**config.mk**
```make
export PLATFORM = sky130hd
export DESIGN_NAME = fifo_wr_arbiter
export DESIGN_NICKNAME = d
export VERILOG_FILES = /design/src/rtl/fifo_arb_pkg.sv /design/src/rtl/rr_picker.sv /design/src/rtl/fifo_wr_arbiter.sv
export SDC_FILE = /design/constraint.sdc
export NUM_CORES = 1
export LEC_CHECK = 0
export CAP_MARGIN = 5
export CELL_PAD_IN_SITES_DETAIL_PLACEMENT = 0
export CELL_PAD_IN_SITES_GLOBAL_PLACEMENT = 2
export CORE_UTILIZATION = 21
export CTS_CLUSTER_DIAMETER = 60
export CTS_CLUSTER_SIZE = 24
export DETAILED_ROUTE_END_ITERATION = 7
export PLACE_DENSITY = 0.83
export SLEW_MARGIN = 5
export SYNTH_ARGS = -nofsm -noshare
export SYNTH_HDL_FRONTEND = slang
export SYNTH_SLANG_ARGS = --single-unit
```
**constraint.sdc**
```tcl
create_clock -name clk -period 5.11 [get_ports clk]
set_clock_uncertainty 0.1 [all_clocks]
set_input_delay 0.7665 -clock clk [delete_from_list [all_inputs] [get_ports clk]]
set_output_delay 0.7665 -clock clk [all_outputs]
set_load 0.05 [all_outputs]
```
**src/rtl/fifo_arb_pkg.sv**
```systemverilog
// fifo_arb_pkg: shared state encoding, width helpers and default sizing for the FIFO write arbiter.
package fifo_arb_pkg;
  typedef enum logic {IDLE = 1'b0, GRANT = 1'b1} state_t;
  function automatic int idx_w(input int n);
    return n > 1 ? $clog2(n) : 1;
  endfunction
  // Single conditional subtract is enough because callers never exceed 2*n-1.
  function automatic int wrap(input int a, input int n);
    return a >= n ? a - n : a;
  endfunction
  localparam int NUM_REQ_DEF = 4;
  localparam int BURST_LEN_DEF = 4;
  localparam int GID_W = idx_w(NUM_REQ_DEF);
  localparam int CNT_W = $clog2(BURST_LEN_DEF + 1);
endpackage

```
**src/rtl/rr_picker.sv**
```systemverilog
// rr_picker: combinational round-robin search for the first set request after last_grant.
module rr_picker
  import fifo_arb_pkg::*;
#(
  parameter int N = 4,
  parameter int W = idx_w(N)
) (
  input  logic [N-1:0] req,
  input  logic [W-1:0] last_grant,
  output logic         any_req,
  output logic [W-1:0] pick_idx
);
  // Walk from farthest to nearest so the nearest requester after last_grant wins.
  always_comb begin
    any_req = |req;
    pick_idx = '0;
    for (int k = N; k >= 1; k--)
      if (req[wrap(int'(last_grant) + k, N)]) pick_idx = W'(wrap(int'(last_grant) + k, N));
  end
endmodule

```
**src/rtl/fifo_wr_arbiter.sv**
```systemverilog
// fifo_wr_arbiter: round-robin, burst-bounded sharing of one FIFO write port among NUM_REQ producers.
module fifo_wr_arbiter
  import fifo_arb_pkg::*;
#(
  parameter int NUM_REQ    = 4,
  parameter int DATA_WIDTH = 8,
  parameter int BURST_LEN  = 4
) (
  input  logic                          clk,
  input  logic                          reset,
  input  logic [NUM_REQ-1:0]            req_valid,
  input  logic [NUM_REQ*DATA_WIDTH-1:0] req_data,
  output logic [NUM_REQ-1:0]            req_ready,
  input  logic                          fifo_full,
  output logic                          fifo_wr,
  output logic [DATA_WIDTH-1:0]         fifo_wr_data,
  output logic [idx_w(NUM_REQ)-1:0]     grant_id,
  output logic                          busy
);
  localparam int GW = idx_w(NUM_REQ);
  localparam int CW = $clog2(BURST_LEN + 1);
  state_t state, state_nx;
  logic [GW-1:0] last_grant, pick_idx;
  logic [CW-1:0] beat_cnt;
  logic any_req, accept, rel;
  rr_picker #(.N(NUM_REQ)) u_pick (
    .req       (req_valid),
    .last_grant(last_grant),
    .any_req   (any_req),
    .pick_idx  (pick_idx)
  );
  // Strobe, ready and data are combinational so a beat can move in the first granted cycle.
  always_comb begin
    busy = state == GRANT;
    accept = busy & req_valid[grant_id] & ~fifo_full;
    rel = busy & (~req_valid[grant_id] | (accept & (beat_cnt == CW'(BURST_LEN - 1))));
    fifo_wr = accept;
    req_ready = (busy & ~fifo_full) ? NUM_REQ'(1) << grant_id : '0;
    fifo_wr_data = busy ? req_data[grant_id*DATA_WIDTH +: DATA_WIDTH] : '0;
    state_nx = busy ? (rel ? IDLE : GRANT) : (any_req ? GRANT : IDLE);
  end
  always_ff @(posedge clk or posedge reset) begin
    if (reset) begin
      state <= IDLE;
      grant_id <= '0;
      beat_cnt <= '0;
      last_grant <= GW'(NUM_REQ - 1);
    end else begin
      state <= state_nx;
      if (!busy && any_req) begin
        grant_id <= pick_idx;
        beat_cnt <= '0;
      end
      if (rel) last_grant <= grant_id;
      else if (accept) beat_cnt <= beat_cnt + CW'(1);
    end
  end
endmodule

```
# Word-level counts from Yosys, hierarchy flattened
# Index checks and enable logic that the tools add are counted.
# classes
muxes,30
n_bitwise,8
reduce_logical,3
magnitude_cmp,9
n_eq_ne,1
addsub,9
n_shift,2
# op_table
operator,n
"32-bit by 4-bit greater-or-equal comparator with 1-bit output, second input constant",4
"32-bit by 4-bit < comparator with 1-bit output, second input constant",4
32-bit 2-to-1 mux,4
"32-bit by 4-bit subtractor with 32-bit output, second input constant",4
32-bit by 6-bit indexed part select with 8-bit output,1
1-bit 2-to-1 mux,12
1-bit binary-select mux with 2-bit select,5
3-bit 2-to-1 mux,3
2-bit 2-to-1 mux,4
8-bit 2-to-1 mux,1
"2-bit by 2-bit adder with 3-bit output, second input constant",2
1-bit AND,5
"2-bit by 3-bit adder with 4-bit output, second input constant",1
4-bit 2-to-1 mux,1
4-bit OR reduction,1
"1-bit by 2-bit left shift with 4-bit output, first input constant",1
"2-bit by 1-bit adder with 3-bit output, second input constant",1
"3-bit by 1-bit adder with 3-bit output, second input constant",1
"3-bit by 2-bit == test with 1-bit output, second input constant",1
"2-bit by 3-bit < comparator with 1-bit output, second input constant",1
1-bit inverter,2
1-bit logical AND,1
1-bit logical NOT,1
1-bit bitwise OR,1
# word_totals
output_inout_bits,16
elab_cells,66
in_bits,39
register_bits,8

# Longest topological paths before layout
# Gate-level depths: netlist of the first run.
# depth
ltp_word,10
depth_mapped,6
mapped_depth_nobuf,6

# Hierarchy
# From an unflattened synthesis of the first run, not the netlist that was laid out.
# hier_totals
hier_cells,81
hier_area_um2,830.8
# modules_own_cells
module,area_each_um2,seq_area_each_um2,instances,cells_each
fifo_wr_arbiter,739.5,202.7,1,67
rr_picker,91.3,0.0,1,14

# Worst setup path before layout of the first run
# OpenSTA, ideal clock, no wires.
# synth_timing
path_kind,reg2out
startpoint,register grant_id[1]
endpoint,output req_ready[2]
arrival_time_ns,2.132
path_slack_ns,2.112
path_buffers,2
stages_incl_launch_ff,5
required_time_ns,4.243
path_cell_list,dfrtp_1 buf_6 buf_2 inv_2 nor3_1
# synth_between
elab_chain_cells,2
# synth_rtl
element,line_no,source
"start, declared",fifo_wr_arbiter.sv:17,"output logic [idx_w(NUM_REQ)-1:0] grant_id,"
"start signal, assigned",fifo_wr_arbiter.sv:51,grant_id <= pick_idx;
1-bit by 2-bit left shift with 4-bit output,fifo_wr_arbiter.sv:38,req_ready = (busy & ~fifo_full) ? NUM_REQ'(1) << grant_id : '0;
4-bit 2-to-1 mux,fifo_wr_arbiter.sv:38,
"end, declared",fifo_wr_arbiter.sv:13,"output logic [NUM_REQ-1:0] req_ready,"
# No other way between the ends.

# Final worst setup path of the first run
# layout_timing
startpoint,input req_valid[2]
endpoint,output fifo_wr
# layout_between
elab_chain_cells,4
# layout_rtl
element,line_no,source
"start, declared",fifo_wr_arbiter.sv:11,"input logic [NUM_REQ-1:0] req_valid,"
1-bit binary-select mux with 2-bit select,fifo_wr_arbiter.sv:35,accept = busy & req_valid[grant_id] & ~fifo_full;
1-bit 2-to-1 mux (implied by the code),fifo_wr_arbiter.sv:35,
1-bit AND (2 in series),fifo_wr_arbiter.sv:35,
"end, declared",fifo_wr_arbiter.sv:15,"output logic fifo_wr,"
# No other way between the ends. The select of a mux whose other input is x is not followed.

==> impl_results.md, run 1 <==
* CTS tree: done
* Status: completed
* Synth-to-layout area growth at 72.0%
* Seq/Total Area, Yosys at 24.4%
* Total gr overflow at 0
* DIE WIDTH at 64.9 um
* Layout cells sized above 1 at 13.3%
* CP Class: primary input to output pin
* Worst-skew pair later-pin latency at 0.23 ns
* Initial detailed-routing violation count at 9
* Die height at 64.9 um
* Pwr Total at 0.824 mW
* TritonCTS buffer count at 3
* Die area at 4220 um^2
* Fin nets at 178
* Placed Cells at 180
* Layout Cells excl Fill at 183
* DPL Wire Length at 1.92 mm
* Hold WC Path Type: register to register
* RSZ-0062 raised after global routing: false
* Post-synth EDFFs at 0
* CTS Hold Bufs at 0
* Max clock buf depth at 2
* Cell area power density at 575 nW/um^2
* Core Area at 3740 um^2
* Final-report hold violation count at 0
* Vias per cell at 4.66
* Post-CTS Setup Repair Bufs at 0
* Setup TNS at 0 ns
* Synth Warn # at 0
* Post-synth top cells: 8 x and2_1, 8 x mux4_2, 7 x nand2_1, 7 x nor2_1
* Post-synth top area share at 21.7%
* Detailed Route WL at 2.43 mm
* Root Driver: clkbuf_8
* Slew @ Worst Pin at 0.762 ns
* Max FO, Critical Path at 5
* Ant diodes at 0
* CP Launch Type: primary input
* Post-Syn Instances at 83
* CTS resizes at 0
* Worst Path Required at 4.24 ns
* Worst slew margin at 49.2%
* Leak at 0.574 nW
* Starting Density at 22.2%
* Cell taking the most area after synthesis: mux4_2
* WHS at 0.387 ns
* Residual DRC count at 0
* Clk sink count at 8
* Top_reg_cell synth: dfrtp_1
* Asr flop ratio synth at 100%
* Synthesized area at 832 um^2
* Post-DRT Antenna Nets at 0
* Final Critical Period at 3.60 ns
* I/O pins at 55
* Max_cap viols at 0
* Total track usage at 11.5%
* Top cells by area, synth: mux4_2 22%, dfrtp_1 18%, dfstp_2 6.3%
* H-tree depth at 1
* Hold depth at 1
* Distinct cells, synth at 30
* Final Cycle Share at 70.5%
* Final setup viols at 0
* Port Buffers at 54
* Initial antenna violation count at 0
* Worst VDD drop at 0.000170 V
* Syn Area/Cell at 10.0 um^2
* Vias in the first global route at 828
* First-pass GRT wire length at 3.75 mm
* Synth Register Bits at 8
* Max-slew violations at 0
* Crit path DAT at 2.74 ns
* Largest net degree at the start of global routing at 19
* Final Util at 38.2%
* Reg clk slew, reported paths at 0.04 ns
* Total number of vias at 852
* FF-to-FF path depth at 4
* Peak Freq at 0.277 GHz
* Crit. End Element: output pin
* Routed wire per std cell at 13.3 um
* Cell Rows at 22
* Syn Nets at 124
* Router iterations before antenna repair at 4
* GP Congestion at 0.762
## sequential cells by signal (all words and copies together), names as in the netlist
signal,flops
beat_cnt,3
grant_id,2
last_grant,2
busy,1
## critical path: stages
cell,delay (ns)
clkdlybuf4s50_1,0.55
mux2i_1,0.12
nor2_1,0.30
nor2_1,0.09
nor2_1,0.10
clkdlybuf4s50_1,0.82
## where the power goes
| group | total (mW) | switching (mW) | internal [mW] |
|---|---|---|---|
| registers | 0.179 | 0.0826 | 0.0961 |
| clock network | 0.0753 | 0.0244 | 0.0510 |
| logic | 0.570 | 0.313 | 0.257 |
| total | 0.824 | 0.420 | 0.404 |
## layout make-up
cell class	instances	area [um^2]
clock buffers	3	41.3
fillers	387	2310
well taps	48	60.1
repair buffers	54	541
inverters	8	30.0
multi-input cells	62	557
flip-flops and latches	8	203
## metal layers
metal | vias up | GRT usage, % | part of all wire [%]
met5 | - | 0 | 0
met1 | 399 | 12.4 | 42
met4 | 0 | 1.67 | 0.53
li1 | 409 | - | -
met2 | 42 | 20.7 | 47
met3 | 2 | 5.28 | 10
## kinds of logic after synthesis
family,synth area share (%)
AO/OA/AOI/OAI,12.5
flip-flops,24.4
AND/OR/NAND/NOR,19.3
adder cells (fa/ha/maj),3.01
buffers and inverters,8.72
multiplexers,32.2
## cells in the final DEF, fill, tap and decap left out, types with 2 or more instances in the layout
master,instances
mux2_1,2
nor2_1,7
inv_1,6
mux2i_1,5
nor3_1,4
dfrtp_1,6
clkbuf_8,3
a311oi_1,2
nand2b_1,3
nand2_1,7
mux4_2,8
clkdlybuf4s50_1,54
and2_1,8
ha_1,2
inv_2,2
nand3_1,2
dfstp_2,2
## path summary, 6_finish.rpt
| check | from | to | slack, ns |
|---|---|---|---|
| setup reg to reg | grant_id[1] | last_grant[1] | 3.21 |
| hold reg to reg | beat_cnt[0] | beat_cnt[0] | 0.39 |
| min in group asynchronous | reset | beat_cnt[1] | 0.69 |
| max in group asynchronous | reset | last_grant[1] | 3.93 |
| setup / recovery | req_valid[2] | fifo_wr | 1.51 |
| hold / removal | beat_cnt[0] | beat_cnt[0] | 0.39 |
## metrics by stage
stage / instance area, um^2 / setup slack (ns)
4_1_cts: 1430 / 1.49
3_3_place_gp: 1390 / 1.51
3_5_place_dp: 1390 / 1.49
5_1_grt: 1430 / 1.37
6_report: 1430 / 1.51
2_1_floorplan: 832 / 2.11
Power figures use the tool's default switching activity.
==> inputs of run 2 (changes only) <==
--- a/config.mk
+++ b/config.mk
@@ -8,11 +8,11 @@
 export CAP_MARGIN = 5
 export CELL_PAD_IN_SITES_DETAIL_PLACEMENT = 0
 export CELL_PAD_IN_SITES_GLOBAL_PLACEMENT = 2
-export CORE_UTILIZATION = 21
+export CORE_UTILIZATION = 17
 export CTS_CLUSTER_DIAMETER = 60
 export CTS_CLUSTER_SIZE = 24
 export DETAILED_ROUTE_END_ITERATION = 7
-export PLACE_DENSITY = 0.83
+export PLACE_DENSITY = 0.72
 export SLEW_MARGIN = 5
 export SYNTH_ARGS = -nofsm -noshare
 export SYNTH_HDL_FRONTEND = slang
==> constraint.sdc (replaced) <==
create_clock -name clk -period 3.13 [get_ports clk]
set_clock_uncertainty 0.1 [all_clocks]
set_input_delay 0.4695 -clock clk [delete_from_list [all_inputs] [get_ports clk]]
set_output_delay 0.4695 -clock clk [all_outputs]
set_load 0.05 [all_outputs]
==> impl_results.md, run 2 (synthesis gave the netlist of run 1 again) <==
* Multi-input gate area at 557 um^2
* Setup TNS at 0 ns
* Commonest non-fill, non-tap cell in the layout: clkdlybuf4s50_1
* Post-DRT Antenna Nets at 0
* Total track usage at 9.86%
* Max FO, Critical Path at 10
* Sequential Power Share at 20.2%
* FF-to-FF path depth at 4
* Placed Cells at 201
* Root Driver: clkbuf_8
* Top flop regs: beat_cnt (3), grant_id (2), last_grant (2)
* DPL Wire Length at 2.09 mm
* Die height at 72.0 um
* Vias in the first global route at 924
* Residual DRC count at 0
* Cell area power density at 932 nW/um^2
* Net Sw Power at 0.688 mW
* Initial detailed-routing violation count at 21
* Leak at 0.594 nW
* Total gr overflow at 0
* Hold WC Path Type: primary input to asynchronous set/reset pin
* CTS resizes at 0
* Worst Path Required at 2.56 ns
* I/O pins at 55
* Max-slew violations at 0
* TritonCTS buffer count at 3
* Buffer and inverter count on the worst path at 1
* RSZ-0062 raised after global routing: false
* Filler Cells Inserted at 492
* Total number of vias at 877
* CP Class: register to output pin
* CP Launch Type: register
* Starting Density at 17.6%
* WHS at 0.378 ns
* Peak Freq at 0.344 GHz
* Core Area at 4720 um^2
* H-tree depth at 1
* GP Congestion at 0.704
* Max clock buf depth at 2
* Number of flip-flops under the largest register name at 3
* Internal power at 0.673 mW
* Routed wire per std cell at 12.2 um
* Worst slew margin at 62.5%
* Final Cycle Share at 92.8%
* DIE WIDTH at 72.0 um
* Reg clk slew, reported paths at 0.04 ns
* Final Util at 30.9%
* Crit path DAT at 2.33 ns
* CP Cell Sequence: mux4_2, and2_1, clkdlybuf4s50_1
* Largest net degree at the start of global routing at 17
* Worst path max stage delay at 0.69 ns
* First-pass GRT wire length at 4.01 mm
* Cell Rows at 25
* Final Critical Period at 2.90 ns
* Layout Cells excl Fill at 205
* Slew @ Worst Pin at 0.562 ns
* Comb power frac at 70.5%
* Worst VDD drop at 0.000274 V
* Flop-to-flop setup slack at 1.30 ns
* Largest register by flop count: beat_cnt
* CTS tree: done
* Most frequent cells in the layout: 49 x clkdlybuf4s50_1, 8 x mux4_2, 8 x and2_1
* R2R Path End: last_grant[1]
* Layout cells sized above 1 at 18.1%
* Synth-to-layout area growth at 75.6%
* Clk pwr share at 9.2%
* Post-CTS Setup Repair Bufs at 0
* Sequential Area at 203 um^2
* Final-report hold violation count at 0
* Detailed Route WL at 2.51 mm
* CP max stage cell: clkdlybuf4s50_1
* Die area at 5180 um^2
* Initial antenna violation count at 0
* Final setup viols at 0
* Crit. End Element: output pin
* Vias per cell at 4.28
* Router iterations before antenna repair at 4
* Status: completed
* Fin nets at 180
* Port Buffers at 54
* Sw Share at 50.6%
* Crit path max-delay family: buffers and inverters
* Worst-skew pair later-pin latency at 0.23 ns
* Max_cap viols at 0
* Critical register-to-register path startpoint: grant_id[1]
* CTS Hold Bufs at 0
* Clk sink count at 8
* Ant diodes at 0
## run 2: power groups by stage
stage	Combinational (mW)	Clock, mW	Sequential [mW]
floorplan	0.710	0	0.264
global placement	0.965	0	0.282
detailed placement	0.970	0	0.283
CTS	0.972	0.131	0.281
global route	1.02	0.138	0.297
finish	0.960	0.126	0.275
## run 2: routing by layer
metal | wire [um] | share of wire [%] | track usage [%] | up-vias
met5 | 0 | 0 | 0 | -
met4 | 13 | 0.52 | 2.40 | 0
met3 | 266 | 11 | 2.50 | 2
met2 | 1170 | 46 | 18.4 | 56
met1 | 1060 | 42 | 11.1 | 408
li1 | - | - | - | 411
## run 2: worst max path at each step
stage / startpoint / endpoint / slack (ns) / depth (start not counted)
finish: grant_id[0] / fifo_wr_data[0] / 0.23 / 3
detailed placement: req_data[0] / fifo_wr_data[0] / 0.34 / 4
global route: grant_id[0] / fifo_wr_data[6] / 0.09 / 3
global placement: req_data[20] / fifo_wr_data[4] / 0.36 / 4
CTS: grant_id[0] / fifo_wr_data[0] / 0.16 / 3
floorplan: grant_id[1] / req_ready[2] / 0.43 / 4
## run 2: layout make-up
class                   instances  share of cell area (%)
inverters                       8                    2.05
clock buffers                   4                    3.08
repair buffers                 56                    37.2
well taps                      67                    5.74
flip-flops and latches          8                    13.9
multi-input cells              62                    38.1
## run 2: metrics by stage
step / worst slack (ns) / power, mW / area (um^2)
finish: 0.226 / 1.36 / 1460
global placement: 0.364 / 1.25 / 1420
global route: 0.0855 / 1.46 / 1460
detailed placement: 0.338 / 1.25 / 1420
floorplan: 0.429 / 0.974 / 832
CTS: 0.163 / 1.38 / 1460
## run 2: worst register-to-register path, stage by stage, from the launching register on
cell and delay, ns:
dfrtp_1 0.69, mux2i_1 0.22, a211o_1 0.32, nand3_1 0.10
mux2_1 0.33
